## src/rtl/cond_exec_ctrl.sv

```systemverilog
// rtl/cond_exec_ctrl.sv - condition-evaluation sequencer owning the NZCV flags register
//
// Accepts one conditional instruction at a time, stalls while a flag-setting
// ALU op is still in flight, resolves the 4-bit condition against the settled
// flags and presents execute/squash (plus a taken-branch redirect) downstream.
//
// Ports:
//   clk, rst            clock, synchronous active-high reset
//   flags_we, flags_in  NZCV register write {N,Z,C,V}
//   alu_flags_pending   an issued ALU op has not yet written its flags
//   flush               drop the instruction currently held
//   instr_*             upstream valid/ready instruction channel
//   exec_*              downstream valid/ready result channel
//   redirect_valid/pc   one-cycle taken-branch pulse and its target
//   flags_out           current NZCV register
//   busy                controller holds an instruction
//   cnt_exec/squash/stall  wrapping statistics counters

module cond_exec_ctrl #(
  parameter int ADDR_W = 32,
  parameter int CNT_W  = 16
) (
  input  logic              clk,
  input  logic              rst,
  input  logic              flags_we,
  input  logic [3:0]        flags_in,
  input  logic              alu_flags_pending,
  input  logic              flush,
  input  logic              instr_valid,
  output logic              instr_ready,
  input  logic [3:0]        instr_cond,
  input  logic              instr_is_branch,
  input  logic [ADDR_W-1:0] instr_target,
  output logic              exec_valid,
  input  logic              exec_ready,
  output logic              exec_enable,
  output logic              redirect_valid,
  output logic [ADDR_W-1:0] redirect_pc,
  output logic [3:0]        flags_out,
  output logic              busy,
  output logic [CNT_W-1:0]  cnt_exec,
  output logic [CNT_W-1:0]  cnt_squash,
  output logic [CNT_W-1:0]  cnt_stall
);

  typedef enum logic [1:0] {
    S_IDLE       = 2'd0,
    S_WAIT_FLAGS = 2'd1,
    S_EVAL       = 2'd2,
    S_OUT        = 2'd3
  } state_e;

  localparam logic [CNT_W-1:0] CNT_ONE = {{(CNT_W-1){1'b0}}, 1'b1};

  state_e              state_q;
  logic [3:0]          flags_q;
  logic [3:0]          cond_q;
  logic                is_branch_q;
  logic [ADDR_W-1:0]   target_q;
  logic                exec_valid_q;
  logic                exec_enable_q;
  logic                redirect_valid_q;
  logic [ADDR_W-1:0]   redirect_pc_q;
  logic [CNT_W-1:0]    cnt_exec_q;
  logic [CNT_W-1:0]    cnt_squash_q;
  logic [CNT_W-1:0]    cnt_stall_q;

  // ARM condition table evaluated on {N,Z,C,V}.
  function automatic logic cond_met(input logic [3:0] cond, input logic [3:0] nzcv);
    logic n, z, c, v;
    logic met;
    n = nzcv[3];
    z = nzcv[2];
    c = nzcv[1];
    v = nzcv[0];
    case (cond)
      4'h0:    met = z;
      4'h1:    met = !z;
      4'h2:    met = c;
      4'h3:    met = !c;
      4'h4:    met = n;
      4'h5:    met = !n;
      4'h6:    met = v;
      4'h7:    met = !v;
      4'h8:    met = c && !z;
      4'h9:    met = !c || z;
      4'hA:    met = (n == v);
      4'hB:    met = (n != v);
      4'hC:    met = !z && (n == v);
      4'hD:    met = z || (n != v);
      4'hE:    met = 1'b1;
      default: met = 1'b0;
    endcase
    return met;
  endfunction

  always_ff @(posedge clk) begin
    if (rst) begin
      state_q          <= S_IDLE;
      flags_q          <= 4'b0000;
      cond_q           <= 4'h0;
      is_branch_q      <= 1'b0;
      target_q         <= '0;
      exec_valid_q     <= 1'b0;
      exec_enable_q    <= 1'b0;
      redirect_valid_q <= 1'b0;
      redirect_pc_q    <= '0;
      cnt_exec_q       <= '0;
      cnt_squash_q     <= '0;
      cnt_stall_q      <= '0;
    end else begin
      // Redirect is a single-cycle pulse; only the OUT handshake re-arms it.
      redirect_valid_q <= 1'b0;

      // The flags register is written independently of the sequencer state,
      // so a write on the cycle pending drops is visible to the following EVAL.
      if (flags_we) begin
        flags_q <= flags_in;
      end

      case (state_q)
        S_IDLE: begin
          // flush is meaningless here: nothing is held.
          if (instr_valid) begin
            cond_q      <= instr_cond;
            is_branch_q <= instr_is_branch;
            target_q    <= instr_target;
            // AL/NV never read the flags, so they never wait on the ALU.
            if ((instr_cond[3:1] == 3'b111) || !alu_flags_pending) begin
              state_q <= S_EVAL;
            end else begin
              state_q <= S_WAIT_FLAGS;
            end
          end
        end

        S_WAIT_FLAGS: begin
          if (flush) begin
            state_q <= S_IDLE;
          end else begin
            cnt_stall_q <= cnt_stall_q + CNT_ONE;
            if (!alu_flags_pending) begin
              state_q <= S_EVAL;
            end
          end
        end

        S_EVAL: begin
          if (flush) begin
            state_q <= S_IDLE;
          end else begin
            // Uses the flags as they stood entering this cycle; a write
            // landing now belongs to the next instruction.
            exec_valid_q  <= 1'b1;
            exec_enable_q <= cond_met(cond_q, flags_q);
            state_q       <= S_OUT;
          end
        end

        S_OUT: begin
          if (flush) begin
            exec_valid_q  <= 1'b0;
            exec_enable_q <= 1'b0;
            state_q       <= S_IDLE;
          end else if (exec_ready) begin
            if (exec_enable_q) begin
              cnt_exec_q <= cnt_exec_q + CNT_ONE;
            end else begin
              cnt_squash_q <= cnt_squash_q + CNT_ONE;
            end
            if (is_branch_q && exec_enable_q) begin
              redirect_valid_q <= 1'b1;
              redirect_pc_q    <= target_q;
            end
            exec_valid_q  <= 1'b0;
            exec_enable_q <= 1'b0;
            state_q       <= S_IDLE;
          end
        end

        default: begin
          state_q <= S_IDLE;
        end
      endcase
    end
  end

  // All outputs come straight from registers; none depends on an input.
  assign instr_ready    = (state_q == S_IDLE);
  assign busy           = (state_q != S_IDLE);
  assign exec_valid     = exec_valid_q;
  assign exec_enable    = exec_enable_q;
  assign redirect_valid = redirect_valid_q;
  assign redirect_pc    = redirect_pc_q;
  assign flags_out      = flags_q;
  assign cnt_exec       = cnt_exec_q;
  assign cnt_squash     = cnt_squash_q;
  assign cnt_stall      = cnt_stall_q;

endmodule
```

## config.mk

```make
export PLATFORM = sky130hd
export DESIGN_NAME = cond_exec_ctrl
export DESIGN_NICKNAME = d
export VERILOG_FILES = /design/src/rtl/cond_exec_ctrl.sv
export SDC_FILE = /design/constraint.sdc
export NUM_CORES = 1
export LEC_CHECK = 0
export BUFFER_PORTS_ARGS = -buffer_cell sky130_fd_sc_hd__buf_2
export CAP_MARGIN = 15
export CORE_UTILIZATION = 52
export DETAILED_ROUTE_END_ITERATION = 16
export PLACE_DENSITY_LB_ADDON = 0.15
export SYNTH_ARGS = -nofsm -noshare
export SYNTH_HDL_FRONTEND = slang
export SYNTH_SLANG_ARGS = --single-unit
```

## constraint.sdc

```tcl
create_clock -name clk -period 1.8 [get_ports clk]
set_input_delay 0.09 -clock clk [delete_from_list [all_inputs] [get_ports clk]]
set_output_delay 0.09 -clock clk [all_outputs]
set_load 0.05 [all_outputs]
```

# Word-level counts from Yosys, hierarchy flattened
# Cells that the tools add are included.
[word_totals]
ff_bits = 126
latchBits = 0
ram_bits = 0
mem_bits_ro = 0
out_inout_bits = 89
word_cells = 82
mem_count = 0
[op_classes]
add_sub_neg = 3
multipliers = 0
n_div = 0
n_lt_le_gt_ge = 0
eq_ne = 24
shift = 0
muxes = 16
n_bitwise = 4
n_reduce_logical = 23
[op_table]
columns = ["op", "count"]
rows = [
  ["$add 16x1->16 const B", 3],
  ["$eq 4x4->1 const B", 7],
  ["$eq 4x3->1 const B", 4],
  ["$pmux 1 s15", 1],
  ["$mux 2", 7],
  ["$reduce_and 4->1", 3],
  ["$eq 4x2->1 const B", 2],
  ["$pmux 2 s4", 1],
  ["$ne 3x3->1 const B", 2],
  ["$reduce_and 3->1", 2],
  ["$logic_not 1->1", 5],
  ["$mux 1", 5],
  ["$eq 2x2->1 const B", 2],
  ["$eq 4x1->1 const B", 1],
  ["$logic_not 4->1", 1],
  ["$ne 2x2->1 const B", 2],
  ["$not 1->1", 4],
  ["$pmux 1 s2", 2],
  ["$reduce_and 2->1", 2],
  ["$reduce_bool 2->1", 2],
  ["$reduce_or 4->1", 1],
  ["$eq 3x3->1 const B", 1],
  ["$logic_and 1x1->1", 3],
  ["$logic_or 1x1->1", 3],
  ["other kinds (4)", 4],
]

# Logic depth before layout (Yosys ltp)
# Gate-level depths: netlist (run 1).
[logic_depth]
ltp_word = 5
ltp_mapped = 8
mapped_depth_nobuf = 5

# Least setup slack after synthesis (run 1)
# Ideal clock, no wire load.
[synth_path]
path_type = "register to register"
start = "register state_q[1]"
end = "register cond_q[3]"
setup_time_ps = 132
arrival_ps = 1989
required_time_ps = 1668
slack_ps = -322
path_stages_with_launch = 7
n_path_buf = 2
period_less_slack_ps = 2122
cell_sequence = "dfxtp_1 -> buf_2 -> nor2_1 -> nand2_1 -> clkbuf_1 -> nand2_1 -> a21oi_1"
[synth_via]
elab_chain_cells = 2
[synth_rtl]
columns = ["item", "line_no", "source"]
rows = [
  ["start: declaration", "55", "state_e state_q;"],
  ["start signal: assignment", "99", "state_q <= S_IDLE;"],
  ["start signal: assignment", "130", "state_q <= S_EVAL;"],
  ["start signal: assignment", "132", "state_q <= S_WAIT_FLAGS;"],
  ["$logic_not 2->1", "-", ""],
  ["net instr_ready", "30", "output logic instr_ready,"],
  ["$reduce_and 2->1 (no line)", "-", ""],
  ["end signal: assignment", "125", "cond_q <= instr_cond;"],
  ["end: declaration", "57", "logic [3:0] cond_q;"],
]
# The timed path passes the listed nets, and every way through them passes these cells.
# A chain may end at the register's enable or synchronous reset.

# Worst setup path after layout (run 1)
[layout_path]
start = "register cond_q[1]"
end = "register exec_enable_q (netlist: exec_enable)"
[layout_via]
elab_chain_cells = 4
elab_cells_between_ends = 18
[layout_rtl]
columns = ["item", "line_no", "source"]
rows = [
  ["$eq 4x4->1, or another cell as far along", "76", "case (cond)"],
  ["$pmux 1 s15 (*)", "76", ""],
  ["$mux 1 (*)", "149", "if (flush) begin"],
  ["$pmux 1 s2 (*)", "121", "case (state_q)"],
  ["end signal: assignment", "155", "exec_enable_q <= cond_met(cond_q, flags_q);"],
  ["end: declaration", "61", "logic exec_enable_q;"],
]
# Every way passes the cells marked *; elsewhere a longest branch is shown, timed or not. The select of a mux whose other input is x is not followed.

==> impl_metrics.ini, run 1 <==
[sta]
tightest_slew_ns = 0.564
hold_viol_final = 0
rsz0062_at_grt = false
setup_tns_ns = 0
finalSetupViolCount = 0
period_needed_ns = 1.66
skew_ns = 0.00946
maxSlewViolCount = 0
post-route-period-util = 0.924
timing.fmax_mhz = 601
relSlewSlack = 0.623

[synthesis]
synth_flop_cell = dfxtp_1
synth.area.top_cells = dfxtp_1, nand2_1, a21oi_1, xnor2_1, nor2_1
synthCells = 627
syn_area_mm2 = 0.00518
synth_edf_count = 0
yosys.area.top_type = dfxtp_1
avgSynthCellArea_um2 = 8.26
yosys_warnings = 0
syn_nets = 678
async_flop_share = 0
synth.top_cell.area_share = 0.487
synth-seq-cells = 126
seq_area_frac_synth = 0.487
yosysMostFrequentCell = nand2_1
synth_cell_types = 43
ys_top_cells_by_count = nand2_1, dfxtp_1, a21oi_1

[clock_network]
clkSlewWorstSetupHoldPaths_ns = 0.06
cts_buffers = 17
cts_tree = built
cts_buffer_depth = 2
clock_latency_ns = 0.51
cts_num_sinks = 126
h-tree-depth = 4
cts_root_buf = clkbuf_8
cts-resized-gates = 0

[global_route]
grt_pass1_wl_um = 20300
grt.total_usage = 0.248
first_global_vias = 4447
antenna_found_initial = 0
grt_max_degree = 71
grt_overflow_total = 0

[hold_path]
hold_depth = 4
min_path_type = in2reg

[critical_path]
ff2ff_path_depth = 5
crit_type = reg2reg
reg2reg_slack_ns = 0.14
crit_fanout = 9
cp.arrival_ns = 2.06
setup.worst_path.start_class = register
worstSetupEndpointType = register
cp_data_required_time_ns = 2.19

[routing]
wire_per_inst_um = 13.3
drt_iter0_markers = 182
drc = 0
viasPerCell = 5.11
drt_wl_total_um = 12600
first_pass_iters = 5
ant_nets = 0
vias = 4848

[cells_and_area]
fin_util = 0.728
area_growth_pct = 36.8
final_nets = 854
antennaDiodeCount = 0
drive_gt1_frac = 0.252

[floorplan]
coreArea_mm2 = 0.00973
die_x_um = 102
ios = 137
die_h_um = 102
start_util = 0.532
dieArea_mm2 = 0.0104
row_count = 36

[run]
cap_violations = 0

[power]
power.density_mw_per_mm2 = 998
leakagePower_nw = 3.00
ir_worst_vdd_v = 0.000571

[place]
place_hpwl_um = 7920
io_buffers = 136
place.gp.congestion = 0.825

[status]
outcome = completed
-- power by group --
group          leakage [nW]  switching, mW  internal (mW)
sequential             1.03         0.0644           2.87
combinational          1.67          0.321          0.238
clock                 0.298           1.24           2.33
-- critical path, stage by stage (launching register included) --
cell and delay [ns]:
dfxtp_1 0.48, mux2_2 0.21, mux2i_1 0.06, a221oi_1 0.34, o221ai_1 0.20, a31o_2 0.27
-- state kept, by name, indices dropped and copies added, names as in the netlist --
signal,count
cnt_exec,16
cnt_squash,16
state_q,2
exec_valid,1
target_q,32
cnt_stall,16
redirect_pc,32
is_branch_q,1
redirect_valid,1
exec_enable,1
flags_out,4
cond_q,4
-- metal layers --
layer	GRT usage	vias to the layer above	part of all wire
met5	0	-	0
met4	0.0870	0	0.013
met3	0.0552	15	0.045
met2	0.428	122	0.50
met1	0.305	2267	0.44
li1	-	2444	-
-- logic make-up after synthesis --
| group | after synthesis | share of synthesized area |
|---|---|---|
| xor gates and xnor gates | 34 | 0.0575 |
| AOI/OAI and AO/OA | 111 | 0.110 |
| buffers and inverters | 50 | 0.0432 |
| adders and majority gates | 3 | 0.00725 |
| DFF | 126 | 0.487 |
| muxes | 11 | 0.0217 |
| and+or+nand+nor | 292 | 0.273 |
-- final timing paths --
check,endpoint,start
hold reg to reg,redirect_pc[7],redirect_pc[7]
setup reg to reg,exec_enable,cond_q[1]
hold / removal,state_q[0],flush
setup / recovery,exec_enable,cond_q[1]
-- cells in the final DEF, fill, tap and decap left out, drive strengths merged, types with 4 or more instances in the layout --
| cell type | synthesis | layout |
|---|---|---|
| a21oi | 89 | 89 |
| and2 | 5 | 5 |
| buf | 15 | 147 |
| bufinv | 0 | 4 |
| clkbuf | 24 | 20 |
| dfxtp | 126 | 126 |
| dlygate4sd3 | 0 | 49 |
| inv | 11 | 13 |
| mux2i | 9 | 9 |
| nand2 | 162 | 162 |
| nand3 | 15 | 15 |
| nand4 | 9 | 9 |
| nor2 | 47 | 47 |
| nor3 | 15 | 15 |
| o21ai | 17 | 17 |
| or3 | 15 | 15 |
| xnor2 | 23 | 23 |
| xor2 | 11 | 11 |
-- stage by stage --
step / hold slack, ns / power, mW / std cells / cell area, um^2 / worst slack, ns
floorplan: 0.226 / 3.31 / 627 / 5190 / 0.00880
global placement: 0.330 / 3.44 / 868 / 5970 / 0.220
detailed placement: 0.337 / 3.46 / 868 / 5970 / 0.145
CTS: 0.0144 / 7.11 / 949 / 7090 / 0.139
global route: 0.0524 / 7.32 / 949 / 7090 / 0.0118
finish: 0.0324 / 7.07 / 949 / 7090 / 0.136
-- timing repair --
| item | 4_1_cts | 5_1_grt |
|---|---|---|
| endpoints found under the hold margin | 68 | 0 |
| setup buffers | 0 | 0 |
| hold buffers | 49 | 0 |
-- cell type report --
type,instances,area [um^2]
fillers,758,2640
repair buffers,196,1280
flip-flops and latches,126,2530
multi-input cells,451,2430
clock buffers,20,445
clock inverters,12,183
well taps,133,166
inverters,11,41.3
Note: power is estimated with default switching activity, not from simulation.
==> run 2: changes to the inputs <==
- CORE_ASPECT_RATIO: unset -> 1.2
- PLACE_DENSITY: unset -> 0.87
- PLACE_DENSITY_LB_ADDON: 0.15 -> unset
==> impl_metrics.ini, run 2 (synthesis gave the netlist of run 1 again) <==
[global_route]
grt.total_usage = 0.266
grt_overflow_total = 0
first_global_vias = 4788
antenna_found_initial = 2
grt_pass1_wl_um = 22000
grt_max_degree = 65

[clock_network]
cts_num_sinks = 126
cts_buffers = 17
clock_latency_ns = 0.41
cts_root_buf = clkbuf_16
cts-resized-gates = 0
cts_hold_buf = 41
h-tree-depth = 4
clkSlewWorstSetupHoldPaths_ns = 0.06
cts_tree = built
cts_buffer_depth = 2
postCtsSetupBuffers = 0

[floorplan]
die_h_um = 111
dieArea_mm2 = 0.0104
row_count = 39
ios = 137
start_util = 0.539
coreArea_mm2 = 0.00961
die_x_um = 93.1

[routing]
drt_iter0_markers = 301
first_pass_iters = 5
wire_per_inst_um = 14.6
drc = 0
viasPerCell = 5.38
vias = 5007
ant_nets = 0
drt_wl_total_um = 13600

[cells_and_area]
layout_commonest_cell = nand2_1
most-common-layout-cells = nand2_1, buf_2, dfxtp_1
drive_gt1_frac = 0.254
stdcell_count = 931
area_growth_pct = 35.4
fillCellCount = 659
final_nets = 845

[sta]
hold_viol_final = 0
holdWs_ns = 0.0198
timing.fmax_mhz = 611
maxSlewViolCount = 0
tightest_slew_ns = 0.553
rsz0062_at_grt = false
finalSetupViolCount = 0
period_needed_ns = 1.64
post-route-period-util = 0.910
relSlewSlack = 0.631
skew_ns = 0.00941
setup_tns_ns = 0

[power]
power.density_mw_per_mm2 = 1020
leakagePower_nw = 2.98
ir_worst_vdd_v = 0.000663

[critical_path]
worstSetupEndpointType = register
crit_type = reg2reg
cp_data_required_time_ns = 2.10
crit_fanout = 9
cp.arrival_ns = 1.94
setup.worst_path.start_class = register

[place]
place.gp.congestion = 0.820
io_buffers = 136
place_hpwl_um = 8370
place_inst = 857

[hold_path]
min_path_type = in2reg

[status]
outcome = completed

[run]
cap_violations = 0
run 2: metrics by stage:
stage               instance area (um^2)  utilization  power [mW]  worst slack [ns]
finish                              7010        0.730        7.14             0.163
CTS                                 7010        0.729        7.16             0.174
global placement                    5960        0.620        3.44             0.242
floorplan                           5190            -        3.31           0.00880
global route                        7010        0.730        7.34            0.0367
detailed placement                  5960        0.620        3.46             0.168
run 2: layout make-up:
cell class | instances | area, um^2 | area share
sequential | 126 | 2530 | 0.361
multi-input combinational | 451 | 2430 | 0.347
timing repair buffer | 187 | 1210 | 0.172
clock buffer | 19 | 453 | 0.0646
clock inverter | 12 | 184 | 0.0262
tap | 123 | 154 | 0.0219
inverter | 11 | 41.3 | 0.00589
antenna | 2 | 5.00 | 0.000714
run 2: final timing paths:
kind,endpoint,slack [ns],startpoint,cells after the start
max,exec_enable,0.16,cond_q[1],5
min,state_q[1],0.02,instr_valid,3
max reg2reg,exec_enable,0.16,cond_q[1],5
min reg2reg,redirect_pc[7],0.45,redirect_pc[7],2
run 2: report_power, final:
group	internal [mW]	switching, mW
Sequential	2.87	0.0626
Combinational	0.228	0.327
Clock	2.40	1.26
run 2: routing by layer:
layer	track usage	up-vias	share of wire
li1	-	2424	-
met1	0.300	2365	0.40
met2	0.468	182	0.52
met3	0.0576	36	0.048
met4	0.134	0	0.033
met5	0	-	0
run 2: critical path, stage by stage, from the launching register on:
cell and delay, ns:
dfxtp_1 0.50, mux2_2 0.22, mux2i_1 0.06, a221oi_1 0.29, o221ai_1 0.19, a31o_2 0.27
==> run 3: changes to the inputs <==
- CELL_PAD_IN_SITES_DETAIL_PLACEMENT: unset -> 0
- CELL_PAD_IN_SITES_GLOBAL_PLACEMENT: unset -> 1
- CORE_UTILIZATION: 52 -> 38
==> impl_metrics.ini, run 3 (synthesis gave the netlist of run 1 again) <==
[status]
outcome = completed

[power]
fin_total_pwr_mw = 6.57
ir_worst_vdd_v = 0.000588
power.density_mw_per_mm2 = 939
leakagePower_nw = 2.95

[clock_network]
cts_buffer_depth = 2
cts_num_sinks = 126
cts-resized-gates = 0
cts_buffers = 17
h-tree-depth = 4
clkSlewWorstSetupHoldPaths_ns = 0.05
cts_tree = built
clock_latency_ns = 0.41
cts_root_buf = clkbuf_16

[floorplan]
die_h_um = 130
coreArea_mm2 = 0.0132
ios = 137
dieArea_mm2 = 0.0141
start_util = 0.391
die_x_um = 109
row_count = 46

[place]
io_buffers = 136
place.gp.congestion = 0.759
place_inst = 905
place_hpwl_um = 8560
post_dp_cell_area_mm2 = 0.00604

[global_route]
grt_max_degree = 67
antenna_found_initial = 0
grt_overflow_total = 0
first_global_vias = 4358
grt_pass1_wl_um = 21100
grt.total_usage = 0.193

[cells_and_area]
drive_gt1_frac = 0.254
multi_input_area_mm2 = 0.00243
antennaDiodeCount = 0
stdcell_count = 980
most-common-layout-cells = nand2_1, buf_2, dfxtp_1
area_growth_pct = 35.3
layout_commonest_cell = nand2_1
design_area_mm2 = 0.00700
final_nets = 850
regArea_mm2 = 0.00253
fillCellCount = 1252

[sta]
skew_ns = 0.00665
timing.fmax_mhz = 609
finalSetupViolCount = 0
hold_viol_final = 0
tightest_slew_ns = 0.568
rsz0062_at_grt = false
maxSlewViolCount = 0
holdWs_ns = 0.0215
relSlewSlack = 0.621
post-route-period-util = 0.912
period_needed_ns = 1.64
setup_tns_ns = 0

[critical_path]
setup.worst_path.start_class = register
worstSetupEndpointType = register
cp_data_required_time_ns = 2.13
cp.arrival_ns = 1.97
reg2reg_slack_ns = 0.16
crit_type = reg2reg
crit_fanout = 10

[routing]
drt_wl_total_um = 13000
viasPerCell = 4.92
ant_nets = 0
drc = 0
drt_iter0_markers = 262
vias = 4823
first_pass_iters = 4
wire_per_inst_um = 13.3

[run]
cap_violations = 0

[hold_path]
min_path_type = in2reg
[run 3: layer usage]
metal  vias up  routed length, um  global-route usage
met5         -                  0                   0
met4         0                223              0.0771
met3        17                551              0.0509
met2       110               6460               0.327
met1      2264               5760               0.230
li1       2432                  -                   -
[run 3: layout make-up]
type / count / share of cell area
Clock buffer: 20 / 0.0623
Clock inverter: 12 / 0.0139
Inverter: 11 / 0.00589
Multi-Input combinational cell: 451 / 0.348
Sequential cell: 126 / 0.362
Tap cell: 168 / 0.0300
Timing Repair Buffer: 192 / 0.178
[run 3: report_power, final]
part | internal (mW) | switching [mW]
registers | 2.87 | 0.0615
clock network | 1.88 | 1.22
logic | 0.233 | 0.314
[run 3: what timing repair did]
action,CTS,global route
setup buffers,0,0
hold endpoints to repair,42,0
hold buffers,43,0
[run 3: final timing paths]
path,start,to,depth (start not counted)
worst min register to register,target_q[27],redirect_pc[27],2
worst max register to register,state_q[0],cnt_squash[6],5
worst max-delay path,state_q[0],cnt_squash[6],5
worst min-delay path,flags_we,flags_out[1],3
[run 3: critical path, stage by stage, from the launching register on]
cell and delay (ns):
dfxtp_1 0.41, and4b_1 0.21, buf_4 0.20, nand4b_4 0.17, or3_1 0.38, a21oi_1 0.18
[run 3: metrics by stage]
step                 util  setup WS (ns)
floorplan               -        0.00880
global placement    0.456          0.243
detailed placement  0.456          0.190
CTS                 0.529          0.159
global route        0.529         0.0345
finish              0.529          0.158
